<file path="src/rtl/serial_packet_tx_pkg.sv">
// Shared widths and FSM state encoding for the serial packet transmitter.
// No logic of its own; imported by the transmitter and its shifter.
// No handshake.
package serial_packet_tx_pkg;

    localparam int PORT_W    = 6;
    localparam int LEN_W     = 6;
    localparam int HDR_BITS  = 12;
    localparam int DATA_W    = 63;
    localparam int HDR_CNT_W = 4;

    typedef enum logic [2:0] {
        IDLE   = 3'd0,
        START  = 3'd1,
        HEADER = 3'd2,
        DATA   = 3'd3,
        SEP    = 3'd4
    } state_t;

endpackage

</file>
<file path="src/rtl/tx_shift_counter.sv">
// Loadable LSB-first shift register with a bit counter and terminal-count flag.
// Load/shift take effect on the next rising edge; flags are combinational from the flops.
// No handshake; the owner decides when to load or shift.
module tx_shift_counter
    import serial_packet_tx_pkg::*;
#(
    parameter int W  = DATA_W,
    parameter int CW = LEN_W
) (
    input  logic          clk,
    input  logic          rst,
    input  logic          load,
    input  logic [W-1:0]  load_dat,
    input  logic          shift,
    input  logic [CW-1:0] last_cnt,
    output logic          cur_bit,
    output logic          nxt_bit,
    output logic          tc
);

    logic [W-1:0]  sr;
    logic [CW-1:0] cnt;

    // Load restarts the count at 0; each shift drops the bit just sent.
    always_ff @(posedge clk or posedge rst) begin
        if (rst) begin
            sr  <= '0;
            cnt <= '0;
        end else if (load) begin
            sr  <= load_dat;
            cnt <= '0;
        end else if (shift) begin
            sr  <= {1'b0, sr[W-1:1]};
            cnt <= cnt + 1'b1;
        end
    end

    // cur_bit is the bit at index cnt; nxt_bit lets the owner register the next one.
    assign cur_bit = sr[0];
    assign nxt_bit = sr[1];
    assign tc      = (cnt == last_cnt);

endmodule

</file>
<file path="src/rtl/serial_packet_tx.sv">
// Serialises burst requests into start/header/data/separator frames on serout.
// Start bit appears the cycle after accept; each line bit lasts one cycle.
// req_ready only in IDLE and in SEP of a non-final burst; other requests are ignored.
module serial_packet_tx
    import serial_packet_tx_pkg::*;
(
    input  logic              clk,
    input  logic              rst,
    input  logic              req_valid,
    output logic              req_ready,
    input  logic [PORT_W-1:0] req_port,
    input  logic [LEN_W-1:0]  req_len,
    input  logic [DATA_W-1:0] req_data,
    input  logic              req_last,
    output logic              serout,
    output logic              busy,
    output logic              done,
    output logic              underrun,
    output logic              len_err
);

    state_t             state, state_nxt;
    logic               serout_q, serout_nxt;
    logic               done_nxt, underrun_nxt, len_err_nxt;
    logic [LEN_W-1:0]   len_q;
    logic               last_q;
    logic               cfg_load, last_load;
    logic               hdr_load, hdr_shift, hdr_cur, hdr_nxt, hdr_tc;
    logic               dat_load, dat_shift, dat_cur, dat_nxt, dat_tc;

    tx_shift_counter #(.W(HDR_BITS), .CW(HDR_CNT_W)) u_hdr (
        .clk      (clk),
        .rst      (rst),
        .load     (hdr_load),
        .load_dat ({req_len, req_port}),
        .shift    (hdr_shift),
        .last_cnt (HDR_CNT_W'(HDR_BITS - 1)),
        .cur_bit  (hdr_cur),
        .nxt_bit  (hdr_nxt),
        .tc       (hdr_tc)
    );

    tx_shift_counter #(.W(DATA_W), .CW(LEN_W)) u_dat (
        .clk      (clk),
        .rst      (rst),
        .load     (dat_load),
        .load_dat (req_data),
        .shift    (dat_shift),
        .last_cnt (len_q - 1'b1),
        .cur_bit  (dat_cur),
        .nxt_bit  (dat_nxt),
        .tc       (dat_tc)
    );

    // State, registered line bit, pulses and latched frame configuration.
    always_ff @(posedge clk or posedge rst) begin
        if (rst) begin
            state    <= IDLE;
            serout_q <= 1'b1;
            done     <= 1'b0;
            underrun <= 1'b0;
            len_err  <= 1'b0;
            len_q    <= '0;
            last_q   <= 1'b0;
        end else begin
            state    <= state_nxt;
            serout_q <= serout_nxt;
            done     <= done_nxt;
            underrun <= underrun_nxt;
            len_err  <= len_err_nxt;
            if (cfg_load) len_q <= req_len;
            if (cfg_load || last_load) last_q <= req_last;
        end
    end

    // Next state plus the line bit to drive in the following cycle.
    always_comb begin
        state_nxt    = state;
        serout_nxt   = 1'b1;
        done_nxt     = 1'b0;
        underrun_nxt = 1'b0;
        len_err_nxt  = 1'b0;
        cfg_load     = 1'b0;
        last_load    = 1'b0;
        hdr_load     = 1'b0;
        hdr_shift    = 1'b0;
        dat_load     = 1'b0;
        dat_shift    = 1'b0;
        case (state)
            IDLE: begin
                if (req_valid) begin
                    if (req_len == '0) begin
                        len_err_nxt = 1'b1;
                    end else begin
                        cfg_load   = 1'b1;
                        hdr_load   = 1'b1;
                        dat_load   = 1'b1;
                        serout_nxt = 1'b0;
                        state_nxt  = START;
                    end
                end
            end
            START: begin
                serout_nxt = hdr_cur;
                state_nxt  = HEADER;
            end
            HEADER: begin
                if (hdr_tc) begin
                    serout_nxt = dat_cur;
                    state_nxt  = DATA;
                end else begin
                    serout_nxt = hdr_nxt;
                    hdr_shift  = 1'b1;
                end
            end
            DATA: begin
                if (dat_tc) begin
                    state_nxt = SEP;
                end else begin
                    serout_nxt = dat_nxt;
                    dat_shift  = 1'b1;
                end
            end
            SEP: begin
                if (last_q) begin
                    done_nxt  = 1'b1;
                    state_nxt = IDLE;
                end else if (req_valid) begin
                    dat_load   = 1'b1;
                    last_load  = 1'b1;
                    serout_nxt = req_data[0];
                    state_nxt  = DATA;
                end else begin
                    underrun_nxt = 1'b1;
                    done_nxt     = 1'b1;
                    state_nxt    = IDLE;
                end
            end
            default: state_nxt = IDLE;
        endcase
    end

    // The separator reports whether a continuation is offered in this very cycle,
    // so it bypasses the flop; every other line bit comes straight from serout_q.
    assign serout    = (state == SEP) ? (last_q | ~req_valid) : serout_q;
    assign busy      = (state != IDLE);
    assign req_ready = (state == IDLE) || ((state == SEP) && !last_q);

endmodule

</file>
<file path="config.mk">
export PLATFORM = sky130hd
export DESIGN_NAME = serial_packet_tx
export DESIGN_NICKNAME = d
export VERILOG_FILES = /design/src/rtl/serial_packet_tx_pkg.sv /design/src/rtl/tx_shift_counter.sv /design/src/rtl/serial_packet_tx.sv
export SDC_FILE = /design/constraint.sdc
export NUM_CORES = 1
export LEC_CHECK = 0
export CORE_MARGIN = 8
export CORE_UTILIZATION = 48
export DETAILED_ROUTE_END_ITERATION = 8
export PLACE_DENSITY = 0.77
export SLEW_MARGIN = 40
export SYNTH_ARGS = -nofsm -noshare
export SYNTH_HDL_FRONTEND = slang
export SYNTH_HIERARCHICAL = 1
export SYNTH_SLANG_ARGS = --single-unit
</file>
<file path="constraint.sdc">
create_clock -name clk -period 2.31 [get_ports clk]
set_input_delay 0.693 -clock clk [delete_from_list [all_inputs] [get_ports clk]]
set_output_delay 0.693 -clock clk [all_outputs]
set_load 0.03 [all_outputs]
</file>
======== Word level (Yosys, flattened, before mapping) ========
Cells that the tools add are included.
storage, ports and cells
  output and inout port bits .............. 6
  flip-flop bits (word level) ............. 99
  logic and storage cells ................. 77
  input port bits ......................... 79
operators by class
  equal/unequal tests ..................... 10
  add/subtract/negate cells ............... 3
  bitwise operators ....................... 2
  reductions and logical operators ........ 10
  muxes and demuxes ....................... 41
operators with widths
  operator                                                               number
  63-bit 2-to-1 mux                                                      2
  1-bit 2-to-1 mux                                                       24
  12-bit 2-to-1 mux                                                      2
  3-bit case mux with 5 select lines                                     1
  3-bit 2-to-1 mux                                                       4
  6-bit 2-to-1 mux                                                       2
  4-bit 2-to-1 mux                                                       2
  2-bit inequality test, second input constant                           4
  6-bit by 1-bit adder with 6-bit output, second input constant          1
  3-bit by 2-bit equality test with 1-bit output, second input constant  2
  6-bit equality test                                                    1
  6-bit logical NOT                                                      1
  6-bit by 1-bit subtractor with 6-bit output, second input constant     1
  1-bit case mux with 5 select lines                                     1
  4-bit by 1-bit adder with 4-bit output, second input constant          1
  4-bit equality test, second input constant                             1
  2-bit 2-to-1 mux                                                       2
  4-bit AND reduction                                                    1
  2-bit nonzero test                                                     2
  3-bit by 1-bit equality test with 1-bit output, second input constant  1
  3-bit equality test, second input constant                             1
  3-bit logical NOT                                                      1
  3-bit nonzero test                                                     1
  1-bit logical OR                                                       2
  other kinds (5)                                                        5

======== Depth between registers and ports, before layout ========
  word-level depth ........................ 6
  mapped depth ............................ 13
  gate-level depth less buffers ........... 11

======== Modules after synthesis ========
The synthesis kept the hierarchy.
by module, submodules not included
  module                     area each (um^2)  cells an instance  times used  seq. area each (um^2)
  tx_shift_counter at u_dat  3210.6            307                1           1726.7
  serial_packet_tx           849.6             82                 1           351.6
  tx_shift_counter at u_hdr  815.8             75                 1           400.4

======== Worst setup path before layout ========
OpenSTA, ideal clock, no wires.
  path type ............................... reg-to-reg
  start ................................... reg len_q[0]
  end ..................................... reg u_dat.sr[16]
  clock period less this slack ............ 2.245 ns
  library setup time ...................... 0.136 ns
  data arrival time ....................... 2.109 ns
  path buffers ............................ 3
  slack ................................... 0.065 ns
  data required time ...................... 2.174 ns
  cell stages (with the launch flop) ...... 14
  path through ............................ dfrtp_1 inv_1 ha_1 nand2_1 xnor2_1 xnor2_1 nand4_1 nor3_1 nor3b_2 buf_2 buf_6 buf_6 mux2i_1 o21ai_0
on the way
  longest elaborated chain between the ends .. 5
RTL lines
  item                                         line                     text
  from (decl)                                  serial_packet_tx.sv:25   logic [LEN_W-1:0] len_q;
  from (signal assigned)                       serial_packet_tx.sv:71   if (cfg_load) len_q <= req_len;
  6-bit by 1-bit subtractor with 6-bit output  serial_packet_tx.sv:49   .last_cnt (len_q - 1'b1),
  6-bit equality test                          tx_shift_counter.sv:41   assign tc = (cnt == last_cnt);
  net dat_tc                                   serial_packet_tx.sv:29   logic dat_load, dat_shift, dat_cur, dat_nxt, dat_tc;
  1-bit 2-to-1 mux                             serial_packet_tx.sv:117  if (dat_tc) begin
  1-bit 2-to-1 mux                             serial_packet_tx.sv:89   case (state)
  net dat_shift                                serial_packet_tx.sv:29
  2-bit nonzero test (no source line)          --
  to (signal assigned)                         tx_shift_counter.sv:30   sr <= load_dat;
  to (signal assigned)                         tx_shift_counter.sv:33   sr <= {1'b0, sr[W-1:1]};
  to (decl)                                    tx_shift_counter.sv:21   logic [W-1:0] sr;
The timed path passes the listed nets, and every way through them passes these cells.
A chain may end at the register's enable or synchronous reset.

======== Worst setup path in the final report ========
  start ................................... reg len_q[0]
  end ..................................... reg u_dat.cnt[5]
on the way
  longest elaborated chain between the ends .. 5
RTL lines
  item                                         line                     text
  6-bit by 1-bit subtractor with 6-bit output  serial_packet_tx.sv:49
  6-bit equality test                          tx_shift_counter.sv:41
  net dat_tc                                   serial_packet_tx.sv:29
  1-bit 2-to-1 mux                             serial_packet_tx.sv:117
  1-bit 2-to-1 mux                             serial_packet_tx.sv:89
  net dat_shift                                serial_packet_tx.sv:29
  2-bit nonzero test (no source line)          --
  to (signal assigned)                         tx_shift_counter.sv:34   cnt <= cnt + 1'b1;
  to (decl)                                    tx_shift_counter.sv:22   logic [CW-1:0] cnt;
The timed path passes the listed nets, and every way through them passes these cells.

==> flow_metrics.tcl <==
set metrics [dict create \
    hold_viol_final 0 \
    hpwl_mm 7.80 \
    startpoint "len_q[0]$_DFFE_PP0P_" \
    first_pass_iters 6 \
    drcViolationCount 0 \
    track_usage_pct 16.8 \
    post-route-util_pct 67.4 \
    power_mw 8.62 \
    cp.arrival_ns 2.74 \
    tightest_slew_ns 0.654 \
    antenna_cells 0 \
    grt_pass1_vias 3875 \
    vdd_drop_max_v 0.000622 \
    path_class "flop to flop" \
    critPathLaunchType "flop" \
    rows 36 \
    gr-usage-met3_pct 3.49 \
    pin_count 85 \
    clk_pin_slew_ns 0.10 \
    ys_seq_area_share_pct 50.8 \
    start_util_pct 49.7 \
    htreeDepth 3 \
    overflow 0 \
    grt_pass1_wl_mm 18.2 \
    rsz0062_at_grt "yes" \
    power_frac_comb_pct 51.2 \
    routed_via_density 5.13 \
    drive_gt1_share_pct 18.3 \
    place_inst 698 \
    layout_common_cells "97 x dfrtp_1, 80 x clkdlybuf4s50_1, 79 x nand2_1" \
    antenna_left 0 \
    end_kind "flop" \
    drv_slew 0 \
    synth_area_mm2 0.00488 \
    dieWidth_um 117 \
    clock_skew_ns 0.0115 \
    violations "negative setup slack" \
    hold_start "u_hdr/sr[11]$_DFFE_PP0P_" \
    setup_viol 31 \
    cts_sinks 99 \
    place_area_mm2 0.00620 \
    clock_path_buffers 2 \
    worst-path-max-fanout 6 \
    r2r-start "len_q[0]$_DFFE_PP0P_" \
    slowest_delay_ns 0.42 \
    fin_ws_ns -0.135 \
    maxCapViolations 0 \
    antenna_found_initial 0 \
    grt_max_degree 31 \
    leakagePower_nw 2.86 \
    required_ns 2.61 \
    routabilityCongestion 0.812 \
    die_area_mm2 0.0136 \
    yosysWarnings 6 \
    cts_made_buffers 9 \
    postLayoutCellArea_mm2 0.00662 \
    cts.root.buffer_cell "clkbuf_8" \
    fill_cells 785 \
    status "finished, violations left" \
    worst_path_max_delay_cell "dfrtp_1" \
    cp_common_cell "nor3_2" \
    drt-total-wl_mm 10.9 \
    cp_cell_sequence "buf_6, nor3_2, nand2_1, xnor2_1, xor2_1, nor3_2, nor3b_4, buf_12, nand4_4, or3_1, a21oi_2" \
    wl_per_cell_um 15.2 \
    holdCritPathClass "flop to flop" \
    fin_crit_ns 2.44 \
    use_met2_pct 27.4 \
    p_clk_share_pct 12.8 \
    io_buffer_count 84 \
    avgSynthCellArea_um2 10.5 \
    sequentialPowerShare_pct 36.1 \
    fmax_mhz 409 \
    cellPowerDensity_mw_per_mm2 1300 \
    layout.cells.non_filler 719 \
    p_int_mw 5.49 \
    clkLatencyLatePin_ns 0.36 \
    drt_iter0_drc 154 \
    synthDistinctLibCells 44 \
    nets 663 \
    syn_to_final_growth_pct 35.7 \
    slew_headroom_pct 56.0 \
    whs_ns 0.557 \
    gr-usage-met1_pct 21.7 \
    period_share_pct 106 \
    switchingPower_mw 3.13 \
    core_area_mm2 0.00982 \
    busiest_layer "met2" \
    layout_commonest_cell "dfrtp_1" \
    p_sw_share_pct 36.3 \
    dp_slack_ns -0.0948 \
    vias 3692 \
    setup_tns_ns -0.833 \
    synth-seq-cells 99 \
    cts_tree "built" \
    chipHeight_um 117 \
    netlist_instances 464 \
]
routing by layer:
| metal | wire length [um] | share of wire, % |
|---|---|---|
| met1 | 4970 | 46 |
| met5 | 0 | 0 |
| met3 | 451 | 4.1 |
| met4 | 137 | 1.3 |
| met2 | 5350 | 49 |
cell families after synthesis:
family / share of synthesized area (%)
buf+inv: 4.36
flops: 50.8
other cells: 0.154
compound gates: 10.2
fa+ha+maj: 0.770
simple gates: 12.3
mux: 18.0
xor+xnor: 3.41
timing repair:
item | 4_1_cts | 5_1_grt
gates resized for setup | 15 | 18
buffers inserted | 2 | 1
hold buffers | 0 | 0
cloned | 1 | 2
endpoints found under the setup margin | 57 | 68
pin swaps | 8 | 8
worst max-delay path: cells and delay by family (launching register included):
family | cells | cell delay, ns
and+or+nand+nor | 6 | 1.12
DFF | 1 | 0.42
xor gates and xnor gates | 2 | 0.37
buffers and inverters | 2 | 0.34
AOI/OAI and AO/OA | 1 | 0.14
path summary, 6_finish.rpt:
| check | endpoint | slack [ns] | cells past startpoint |
|---|---|---|---|
| setup reg to reg | u_dat/cnt[5]$_DFFE_PP0P_ | -0.13 | 11 |
| hold / removal | u_hdr/sr[11]$_DFFE_PP0P_ | 0.56 | 2 |
| hold reg to reg | u_hdr/sr[11]$_DFFE_PP0P_ | 0.56 | 2 |
| min in group asynchronous | u_dat/sr[55]$_DFFE_PP0P_ | 0.75 | 2 |
| max in group asynchronous | u_dat/sr[37]$_DFFE_PP0P_ | 1.06 | 3 |
| setup / recovery | u_dat/cnt[5]$_DFFE_PP0P_ | -0.13 | 11 |
power groups by stage:
stage	clock, mW	sequential, mW	combinational, mW
after floorplan	0	2.95	2.97
after global placement	0	3.05	3.71
after detailed placement	0	3.10	3.87
after CTS	1.13	3.07	4.10
after global routing	1.22	3.21	4.87
final	1.10	3.11	4.41
Yosys cell counts, drive strengths merged:
library cell  number  area, um^2
dfrtp             98        2450
nand4              4        37.5
a31oi              1        6.26
nor3b              1        12.5
and4b              1        10.0
nand2b             4        30.0
dfstp              1        26.3
xnor2              8        70.1
ha                 3        37.5
a211oi             3        22.5
o22ai              1        6.26
a211o              1        8.76
buf               17         138
nor3               7        35.0
o31ai              2        20.0
mux2i             76         761
and3               2        15.0
nor2              19        90.1
mux2               8         116
inv                7        26.3
a21oi              5        32.5
a21bo              1        10.0
xor2              11        96.3
nor2b              1        6.26
clkbuf            13        48.8
nand3              2        10.0
nand2             81         304
nand3b             2        18.8
nor4               2        12.5
o21ai             78         390
or3                2        17.5
conb               2        7.51
layout make-up:
type	instances	area, um^2	area share, %
sequential	99	2480	37.5
multi-input combinational	330	2310	34.9
tap	133	166	2.51
inverter	7	30.0	0.454
timing repair buffer	134	1430	21.6
clock buffer	14	183	2.76
clock inverter	2	17.5	0.265
sequential cells by signal, indices dropped and copies added (netlist names):
signal / count
u_hdr/sr: 12
done: 1
serout_q: 1
state: 3
u_hdr/cnt: 4
u_dat/sr: 63
last_q: 1
underrun: 1
u_dat/cnt: 6
len_err: 1
len_q: 6
(Power assumes the default switching activity.)
